### src/rtl/uart_pkg.sv
`default_nettype none
// +----------------------------------------------------------------------+
// | uart_pkg : baud table, divisor helper and receiver state encoding    |
// |            shared by the UART transmitter and receiver               |
// | Revision : 1.0                                                       |
// +----------------------------------------------------------------------+
package uart_pkg;

  localparam int unsigned DATA_BITS = 8;

  localparam int unsigned BAUD_TABLE [8] = '{
    9600, 19200, 38400, 57600, 115200, 230400, 460800, 921600
  };

  typedef enum logic [2:0] {
    ST_IDLE   = 3'd0,
    ST_START  = 3'd1,
    ST_DATA   = 3'd2,
    ST_PARITY = 3'd3,
    ST_STOP   = 3'd4,
    ST_BREAK  = 3'd5
  } uart_state_e;

  function automatic int unsigned baud_rate(input logic [2:0] sel);
    return BAUD_TABLE[sel];
  endfunction

  // Rounded clocks per bit; only ever called with constant arguments.
  function automatic logic [15:0] baud_div(input int unsigned clk_hz, input logic [2:0] sel);
    return 16'((clk_hz + baud_rate(sel) / 2) / baud_rate(sel));
  endfunction

endpackage
`default_nettype wire

### src/rtl/uart_rx_if.sv
`default_nettype none
// +----------------------------------------------------------------------+
// | uart_rx_if : serial line, baud select and byte handshake of uart_rx  |
// | Revision   : 1.0                                                     |
// +----------------------------------------------------------------------+
interface uart_rx_if;
  logic       rx;
  logic [2:0] baud_sel;
  logic [7:0] data_out;
  logic       valid;
  logic       ready;
  logic       busy;
  logic       frame_err;
  logic       overrun;
  logic       parity_err;

  modport slave (
    input  rx, baud_sel, ready,
    output data_out, valid, busy, frame_err, overrun, parity_err
  );

  modport master (
    output rx, baud_sel, ready,
    input  data_out, valid, busy, frame_err, overrun, parity_err
  );
endinterface
`default_nettype wire

### src/rtl/uart_sync.sv
`default_nettype none
// +----------------------------------------------------------------------+
// | uart_sync : multi-flop synchronizer for the serial input, resets to  |
// |             the idle (1) level                                       |
// | Revision  : 1.0                                                      |
// +----------------------------------------------------------------------+
module uart_sync #(
  parameter int unsigned STAGES = 2
) (
  input  logic clk,
  input  logic rst_n,
  input  logic d_i,
  output logic q_o
);

  localparam int unsigned N = (STAGES < 2) ? 2 : STAGES;

  logic [N-1:0] sync_q;

  always_ff @(posedge clk) begin
    if (!rst_n) begin
      sync_q <= '1;
    end else begin
      sync_q <= {sync_q[N-2:0], d_i};
    end
  end

  assign q_o = sync_q[N-1];

endmodule
`default_nettype wire

### src/rtl/uart_rx.sv
`default_nettype none
// +----------------------------------------------------------------------+
// | uart_rx : 8N1 UART receiver with valid/ready byte output, framing,   |
// |           overrun and (with UART_PARITY_EN) even-parity checking     |
// | Revision: 1.0                                                        |
// +----------------------------------------------------------------------+
module uart_rx
  import uart_pkg::*;
#(
  parameter int unsigned CLK_HZ      = 50_000_000,
  parameter int unsigned SYNC_STAGES = 2
) (
  input  logic     clk,
  input  logic     rst_n,
  uart_rx_if.slave bus
);

  localparam logic [2:0] S_IDLE   = ST_IDLE;
  localparam logic [2:0] S_START  = ST_START;
  localparam logic [2:0] S_DATA   = ST_DATA;
  localparam logic [2:0] S_PARITY = ST_PARITY;
  localparam logic [2:0] S_STOP   = ST_STOP;
  localparam logic [2:0] S_BREAK  = ST_BREAK;

  logic                 rxs;
  logic [15:0]          div_tab [8];
  logic                 bit_tick;
  logic                 half_tick;

  logic [2:0]           state_q, state_d;
  logic [15:0]          cnt_q, cnt_d;
  logic [15:0]          div_q, div_d;
  logic [2:0]           bit_q, bit_d;
  logic [DATA_BITS-1:0] shift_q, shift_d;
  logic [DATA_BITS-1:0] byte_q, byte_d;
  logic                 done_q, done_d;
  logic                 ferr_q, ferr_d;
  logic [DATA_BITS-1:0] data_q, data_d;
  logic                 valid_q, valid_d;
  logic                 ovr_q, ovr_d;
`ifdef UART_PARITY_EN
  logic                 par_q, par_d;
  logic                 perr_q, perr_d;
`endif

  uart_sync #(.STAGES(SYNC_STAGES)) u_sync (
    .clk   (clk),
    .rst_n (rst_n),
    .d_i   (bus.rx),
    .q_o   (rxs)
  );

  for (genvar gi = 0; gi < 8; gi++) begin : g_div
    assign div_tab[gi] = baud_div(CLK_HZ, 3'(gi));
  end

  assign bit_tick  = (cnt_q == div_q - 16'd1);
  assign half_tick = (cnt_q == (div_q >> 1) - 16'd1);

  always_comb begin
    state_d = state_q;
    cnt_d   = cnt_q + 16'd1;
    div_d   = div_q;
    bit_d   = bit_q;
    shift_d = shift_q;
    byte_d  = byte_q;
    done_d  = 1'b0;
    ferr_d  = 1'b0;
`ifdef UART_PARITY_EN
    par_d   = par_q;
    perr_d  = 1'b0;
`endif
    case (state_q)
      S_IDLE: begin
        cnt_d = 16'd0;
`ifdef UART_PARITY_EN
        par_d = 1'b0;
`endif
        if (!rxs) begin
          div_d   = div_tab[bus.baud_sel];
          state_d = S_START;
        end
      end
      S_START: begin
        if (half_tick) begin
          cnt_d   = 16'd0;
          bit_d   = 3'd0;
          state_d = rxs ? S_IDLE : S_DATA;
        end
      end
      S_DATA: begin
        if (bit_tick) begin
          cnt_d   = 16'd0;
          shift_d = {rxs, shift_q[DATA_BITS-1:1]};
          bit_d   = bit_q + 3'd1;
          if (bit_q == 3'(DATA_BITS - 1)) begin
`ifdef UART_PARITY_EN
            state_d = S_PARITY;
`else
            state_d = S_STOP;
`endif
          end
        end
      end
      S_PARITY: begin
`ifdef UART_PARITY_EN
        if (bit_tick) begin
          cnt_d   = 16'd0;
          par_d   = rxs ^ (^shift_q);
          state_d = S_STOP;
        end
`else
        state_d = S_IDLE;
`endif
      end
      S_STOP: begin
        if (bit_tick) begin
          cnt_d = 16'd0;
`ifdef UART_PARITY_EN
          perr_d = par_q;
`endif
          if (!rxs) begin
            ferr_d  = 1'b1;
            state_d = S_BREAK;
          end else begin
            state_d = S_IDLE;
            byte_d  = shift_q;
`ifdef UART_PARITY_EN
            done_d  = !par_q;
`else
            done_d  = 1'b1;
`endif
          end
        end
      end
      S_BREAK: begin
        // Hold off start detection until the line has returned to idle.
        cnt_d = 16'd0;
        if (rxs) state_d = S_IDLE;
      end
      default: state_d = S_IDLE;
    endcase
  end

  always_comb begin
    data_d  = data_q;
    valid_d = valid_q;
    ovr_d   = 1'b0;
    if (valid_q && bus.ready) valid_d = 1'b0;
    if (done_q) begin
      if (!valid_q || bus.ready) begin
        data_d  = byte_q;
        valid_d = 1'b1;
      end else begin
        ovr_d = 1'b1;
      end
    end
  end

  always_ff @(posedge clk) begin
    if (!rst_n) begin
      state_q <= S_IDLE;
      cnt_q   <= '0;
      div_q   <= '0;
      bit_q   <= '0;
      shift_q <= '0;
      byte_q  <= '0;
      done_q  <= 1'b0;
      ferr_q  <= 1'b0;
      data_q  <= '0;
      valid_q <= 1'b0;
      ovr_q   <= 1'b0;
`ifdef UART_PARITY_EN
      par_q   <= 1'b0;
      perr_q  <= 1'b0;
`endif
    end else begin
      state_q <= state_d;
      cnt_q   <= cnt_d;
      div_q   <= div_d;
      bit_q   <= bit_d;
      shift_q <= shift_d;
      byte_q  <= byte_d;
      done_q  <= done_d;
      ferr_q  <= ferr_d;
      data_q  <= data_d;
      valid_q <= valid_d;
      ovr_q   <= ovr_d;
`ifdef UART_PARITY_EN
      par_q   <= par_d;
      perr_q  <= perr_d;
`endif
    end
  end

  assign bus.data_out  = data_q;
  assign bus.valid     = valid_q;
  assign bus.busy      = (state_q != S_IDLE);
  assign bus.frame_err = ferr_q;
  assign bus.overrun   = ovr_q;
`ifdef UART_PARITY_EN
  assign bus.parity_err = perr_q;
`else
  assign bus.parity_err = 1'b0;
`endif

endmodule
`default_nettype wire

### src/flat_wrapper.sv
// flat-port wrapper written by rule: the top's interface ports become plain ports
module uart_rx_flat import uart_pkg::*;
#(
  parameter int unsigned CLK_HZ      = 50_000_000,
  parameter int unsigned SYNC_STAGES = 2
)
  (clk, rst_n, bus_rx, bus_baud_sel, bus_ready, bus_data_out, bus_valid, bus_busy, bus_frame_err, bus_overrun, bus_parity_err);
  uart_rx_if bus_i ();
  input  logic clk;
  input  logic rst_n;
  input wire logic [$bits(bus_i.rx)-1:0] bus_rx;
  input wire logic [$bits(bus_i.baud_sel)-1:0] bus_baud_sel;
  input wire logic [$bits(bus_i.ready)-1:0] bus_ready;
  output wire logic [$bits(bus_i.data_out)-1:0] bus_data_out;
  output wire logic [$bits(bus_i.valid)-1:0] bus_valid;
  output wire logic [$bits(bus_i.busy)-1:0] bus_busy;
  output wire logic [$bits(bus_i.frame_err)-1:0] bus_frame_err;
  output wire logic [$bits(bus_i.overrun)-1:0] bus_overrun;
  output wire logic [$bits(bus_i.parity_err)-1:0] bus_parity_err;
  assign bus_i.rx = bus_rx;
  assign bus_i.baud_sel = bus_baud_sel;
  assign bus_i.ready = bus_ready;
  assign bus_data_out = bus_i.data_out;
  assign bus_valid = bus_i.valid;
  assign bus_busy = bus_i.busy;
  assign bus_frame_err = bus_i.frame_err;
  assign bus_overrun = bus_i.overrun;
  assign bus_parity_err = bus_i.parity_err;
  uart_rx #(.CLK_HZ(CLK_HZ), .SYNC_STAGES(SYNC_STAGES)) u_core (.clk(clk), .rst_n(rst_n), .bus(bus_i));
endmodule
### config.mk
export PLATFORM = sky130hd
export DESIGN_NAME = uart_rx_flat
export DESIGN_NICKNAME = d
export VERILOG_FILES = /design/src/rtl/uart_pkg.sv /design/src/rtl/uart_rx_if.sv /design/src/rtl/uart_sync.sv /design/src/rtl/uart_rx.sv /design/src/flat_wrapper.sv
export SDC_FILE = /design/constraint.sdc
export NUM_CORES = 1
export LEC_CHECK = 0
export ABC_AREA = 1
export ABC_CLOCK_PERIOD_IN_PS = 2200
export BUFFER_PORTS_ARGS = -buffer_cell sky130_fd_sc_hd__buf_2
export CORE_MARGIN = 3
export CORE_UTILIZATION = 55
export CTS_CLUSTER_SIZE = 16
export DETAILED_ROUTE_END_ITERATION = 12
export PLACE_DENSITY = 0.79
export SYNTH_ARGS = -nofsm -noshare
export SYNTH_HDL_FRONTEND = slang
export SYNTH_HIERARCHICAL = 1
export SYNTH_SLANG_ARGS = --single-unit
### constraint.sdc
create_clock -name clk -period 2.2 [get_ports clk]
set_clock_uncertainty 0.2 [all_clocks]
set_input_delay 0.66 -clock clk [delete_from_list [all_inputs] [get_ports clk]]
set_output_delay 0.66 -clock clk [all_outputs]
set_load 0.05 [all_outputs]
After elaboration in Yosys (flattened, before gate mapping):

Memory sizes are Yosys's and may differ from the RTL's. A register that Yosys moved wholly into a read port is not among the register bits.
Cells that the tools add are included.

* flip-flop bits (word level): 52
* memory bits (read-only): 128
* bits of input ports: 7
* output and inout bits: 13
* logic and storage cells: 69
* memories: 1

Memories
* (no name shown): depth 8, width 16, read ports 1, clocked after memory_dff 1, write ports 0, RTL line uart_rx.sv:80 `div_d = div_tab[bus.baud_sel];`

* add/subtract/negate cells: 4
* equality and inequality tests: 13
* multiplexer cells: 21
* bitwise logic cells: 2
* reduce and logical (&&, ||, !) cells: 17

Operator list (number)
* $pmux W16 S3: 1
* $eq A16 B16 Y1: 2
* $mux W16: 2
* $mux W3: 9
* $add A16 B1 Y16 const B: 1
* $sub A15 B1 Y16 const B: 1
* $sub A16 B1 Y16 const B: 1
* $pmux W3 S5: 1
* $eq A3 B3 Y1 const B: 3
* $reduce_and A3 Y1: 3
* $ne A2 B1 Y1 const B: 4
* $reduce_and A2 Y1: 4
* $mux W1: 6
* $pmux W3 S2: 1
* $reduce_and A6 Y1: 1
* $ne A2 B2 Y1 const B: 2
* $not A3 Y4: 1
* $reduce_or A2 Y1: 2
* $add A3 B1 Y3 const B: 1
* $eq A3 B1 Y1 const B: 1
* $eq A3 B2 Y1 const B: 1
* $logic_not A3 Y1: 1
* $reduce_bool A3 Y1: 1
* $logic_not A1 Y1: 2
* 5 further kinds: 5

Longest topological paths before layout:

* depth in word-level cells: 4
* gate-level depth with buffers: 18
* depth with buffers taken out: 18

Cells and area by module:

Netlist, hierarchy kept.

By module, submodules not included
* uart_rx: instances 1, cells an instance 571, area an instance 3714.8 um^2, seq. area each 1261.2 um^2
* uart_sync: instances 1, cells an instance 6, area an instance 55.1 um^2, seq. area each 40.0 um^2

Least setup slack after synthesis:

Ideal clock, no wire load.

* kind: reg2reg
* from: register u_core.div_q[1]
* to: register u_core.cnt_q[0]
* library setup time: 120 ps
* arrival: 1977 ps
* required time: 1880 ps
* setup slack: -97 ps
* cell stages (with the launch flop): 19
* path buffers: 1
* period minus slack after synthesis: 2297 ps
* cell sequence: dfxtp_1 > inv_1 > ha_1 > inv_1 > nor2_1 > nand2_1 > nand2_1 > nand2_1 > inv_1 > nand3_1 > nor2_1 > nand2_1 > nor2_2 > nand2_2 > nand2_4 > nand3_2 > nand2_2 > buf_6 > nor2_1

* longest elaborated chain between the ends: 4
* elaborated cells on any way between the ends: 7
* classes of those cells: add/sub: 2; eq/ne: 2; mux: 3

Ends and longest elaborated chain
* start, declared: RTL line uart_rx.sv:32 `logic [15:0] div_q, div_d;`
* $sub A16 B1 Y16 or $sub A15 B1 Y16 (tied branches): RTL line uart_rx.sv:57, uart_rx.sv:58
* $eq A16 B16 Y1, on equally long branches: RTL line uart_rx.sv:57, uart_rx.sv:58
* $mux W16, on equally long branches: RTL line uart_rx.sv:92, uart_rx.sv:117, uart_rx.sv:85
* $pmux W16 S3 (*): RTL line uart_rx.sv:73 `case (state_q)`
* end signal, assigned: RTL line uart_rx.sv:179 `cnt_q <= cnt_d;`
* end, declared: RTL line uart_rx.sv:31 `logic [15:0] cnt_q, cnt_d;`

Every way passes the cells marked *; elsewhere a longest branch is shown, timed or not.
A chain may end at the register's enable or synchronous reset.

Final worst setup path:

* from: register u_core.div_q[5]
* to: register u_core.byte_q[4]

* longest elaborated chain between the ends: 3

Ends and longest elaborated chain
* $sub A16 B1 Y16: RTL line uart_rx.sv:57 `assign bit_tick = (cnt_q == div_q - 16'd1);`
* $eq A16 B16 Y1: RTL line uart_rx.sv:57
* $reduce_and A3 Y1 (no line)
* end signal, assigned: RTL line uart_rx.sv:183 `byte_q <= byte_d;`
* end, declared: RTL line uart_rx.sv:35 `logic [DATA_BITS-1:0] byte_q, byte_d;`

Every way passes these cells.

==> impl_metrics.tcl <==
set metrics [dict create \
    nFillCells 556 \
    worst_slack_ns -0.169 \
    clock_sinks 65 \
    regArea_um2 1310 \
    area_delta_synth_final_pct 24.6 \
    cts_made_buffers 9 \
    required_ns 2.27 \
    ys.flop_type "dfxtp_1" \
    seq_area_frac_synth 0.345 \
    layout_common_cells "nand2_1, nor2_1, inv_1, dfxtp_1, buf_4" \
    drt-total-wl_um 9610 \
    htree_num_levels 3 \
    total_power_w 0.00407 \
    synth_nets 594 \
    vdd_drop_max_mv 0.529 \
    initial_utilization 0.580 \
    yosysUniqueCellTypes 33 \
    crit_type "flop to flop" \
    rows 29 \
    worst_setup_path_end_kind "flop" \
    syn-cell-area_um2 3770 \
    diodes 0 \
    r2r_cells 14 \
    grt_antenna_before_repair 0 \
    cap_violations 0 \
    synthCells 577 \
    nNetsFinal 670 \
    tightest_slew_ns 0.630 \
    cts.reportedPaths.clkPinSlew_ns 0.07 \
    dp_slack_ns -0.198 \
    p_clk_frac 0.238 \
    setup_violations 38 \
    fmax_mhz 422 \
    combPwrFrac 0.433 \
    switchingPower_w 0.00161 \
    worstPathArrival_ns 2.44 \
    cp_max_fo 8 \
    final-hold-violation-count 0 \
    p_seq_frac 0.330 \
    gp_congestion 1.05 \
    slew_viol_final 0 \
    period_needed_ns 2.37 \
    antenna_left 0 \
    yosys_warnings 6 \
    rrSetupSlack_ns -0.17 \
    r2r_end "u_core/byte_q[4]" \
    grt_pass1_vias 3646 \
    p_per_area_nw_per_um2 867 \
    violations "negative setup slack" \
    r2r_start "u_core/div_q[5]" \
    avgViaCountPerCell 5.21 \
    clock-root-buffer "clkbuf_8" \
    die_area_um2 7880 \
    p_leak_nw 2.37 \
    grt_use_total 0.267 \
    tritoncts "yes" \
    outcome "finished, violations left" \
    startpoint "u_core/div_q[5]" \
    grt_max_degree 33 \
    core-area_um2 6490 \
    async_flop_share 0 \
    start_kind "flop" \
    switching_share 0.395 \
    grt-ovfl-total 0 \
    drtIter0Drc 183 \
    rsz0062_at_grt "yes" \
    yosys_register_bits 65 \
    cts.path.max_buffers 2 \
    holdBufCountCts 0 \
    die_w_um 88.8 \
    crit_end "u_core/byte_q[4]" \
    intPower_w 0.00246 \
    clk_latency_ns 0.34 \
    multi_input_area_um2 2240 \
    wl_per_cell_um 13.1 \
    relSlewSlack 0.577 \
    fin_crit_sh 1.08 \
    worst_hold_path_type "flop to flop" \
    first_pass_iters 4 \
    grt_pass1_wl_um 16400 \
    ios 20 \
    layout-drive-gt1-share 0.224 \
    avgSynthCellArea_um2 6.53 \
    io_buffers 18 \
    synth_edf_count 0 \
    drc 0 \
    fp.dieH_um 88.8 \
    vias 3827 \
    dp_hpwl_um 7380 \
    final_common_cell "nand2_1" \
]
power by group through the flow:
stage / registers (W) / logic [W] / clock network, W
floorplan: 0.00135 / 0.00116 / 0
global placement: 0.00136 / 0.00159 / 0
detailed placement: 0.00136 / 0.00163 / 0
CTS: 0.00134 / 0.00172 / 0.000985
global route: 0.00135 / 0.00199 / 0.00105
finish: 0.00134 / 0.00176 / 0.000967
what timing repair did:
item | in CTS | in global routing
endpoints found under the setup margin | 38 | 50
hold endpoints to repair | 0 | 0
buffers inserted | 1 | 5
resized for setup | 32 | 13
pin swaps | 14 | 12
cloned | 0 | 1
cells in the mapped netlist, types with 6 or more instances:
cell	instances	share of area
nand2_1	134	0.13
xor2_1	15	0.035
o21ai_0	35	0.046
nand3b_1	6	0.012
nor2_1	96	0.096
inv_1	80	0.080
clkbuf_1	7	0.0070
xnor2_1	9	0.021
a21oi_1	23	0.031
dfxtp_1	65	0.35
nand3_1	41	0.054
nand2_2	6	0.010
nor2_2	8	0.013
ha_1	10	0.033
nor2_4	6	0.018
kinds of logic after synthesis:
family	after synthesis	share of synthesized area
xor gates and xnor gates	24	0.0558
adders and majority gates	10	0.0332
other	1	0.000995
DFF	65	0.345
and+or+nand+nor	312	0.366
AOI/OAI and AO/OA	70	0.102
buffers and inverters	95	0.0976
area by class of cell:
class	count	share of cell area
tap	77	0.0205
sequential	65	0.279
multi-input combinational	418	0.478
clock inverter	5	0.0123
clock buffer	10	0.0272
timing repair buffer	76	0.116
inverter	83	0.0679
flip-flops by register name (all words and copies together) (netlist names):
register and count:
u_core/cnt_q 16, u_core/bus.overrun 1, u_core/done_q 1, u_core/bus.valid 1, u_core/state_q 3, u_core/bus.frame_err 1
u_core/byte_q 8, u_core/shift_q 8, u_core/div_q 13, u_core/bus.data_out 8, u_core/u_sync/sync_q 2, u_core/bit_q 3
worst max-delay path: stages, from the launching register on:
cell     delay, ns
dfxtp_1       0.39
nor2_2        0.22
nand2_1       0.13
nor2_4        0.17
nand2_1       0.07
nand2_1       0.06
nor2_1        0.04
nor2_1        0.09
nand2_1       0.09
nor2_4        0.23
nand2_4       0.10
nor3_4        0.18
buf_6         0.16
o21ai_2       0.05
nor2_1        0.12
per-stage QoR:
step / hold slack, ns / std cells / utilization / cell area (um^2) / setup TNS (ns)
2_1_floorplan: 0.180 / 577 / - / 3810 / 0
3_3_place_gp: 0.187 / 712 / 0.666 / 4330 / -3.17
3_5_place_dp: 0.207 / 712 / 0.666 / 4330 / -4.89
4_1_cts: 0.223 / 728 / 0.712 / 4620 / -2.28
5_1_grt: 0.261 / 734 / 0.723 / 4700 / -10.60
6_report: 0.226 / 734 / 0.723 / 4700 / -4.24
how the worst min path moves through the flow:
stage	depth (start not counted)	endpoint	startpoint	slack (ns)
floorplan	2	u_core/u_sync/sync_q[1]	u_core/u_sync/sync_q[0]	0.18
global placement	2	u_core/u_sync/sync_q[1]	u_core/u_sync/sync_q[0]	0.19
detailed placement	2	u_core/u_sync/sync_q[1]	u_core/u_sync/sync_q[0]	0.21
CTS	2	u_core/u_sync/sync_q[1]	u_core/u_sync/sync_q[0]	0.22
global route	2	u_core/u_sync/sync_q[1]	u_core/u_sync/sync_q[0]	0.26
finish	2	u_core/u_sync/sync_q[1]	u_core/u_sync/sync_q[0]	0.23
layer usage:
layer	wire length [um]	vias up	global-route usage
met3	401	15	0.0391
met1	4170	1757	0.334
met2	4840	91	0.462
met5	0	-	0
li1	-	1964	-
met4	202	0	0.104
Note: power is estimated with default switching activity, not from simulation.
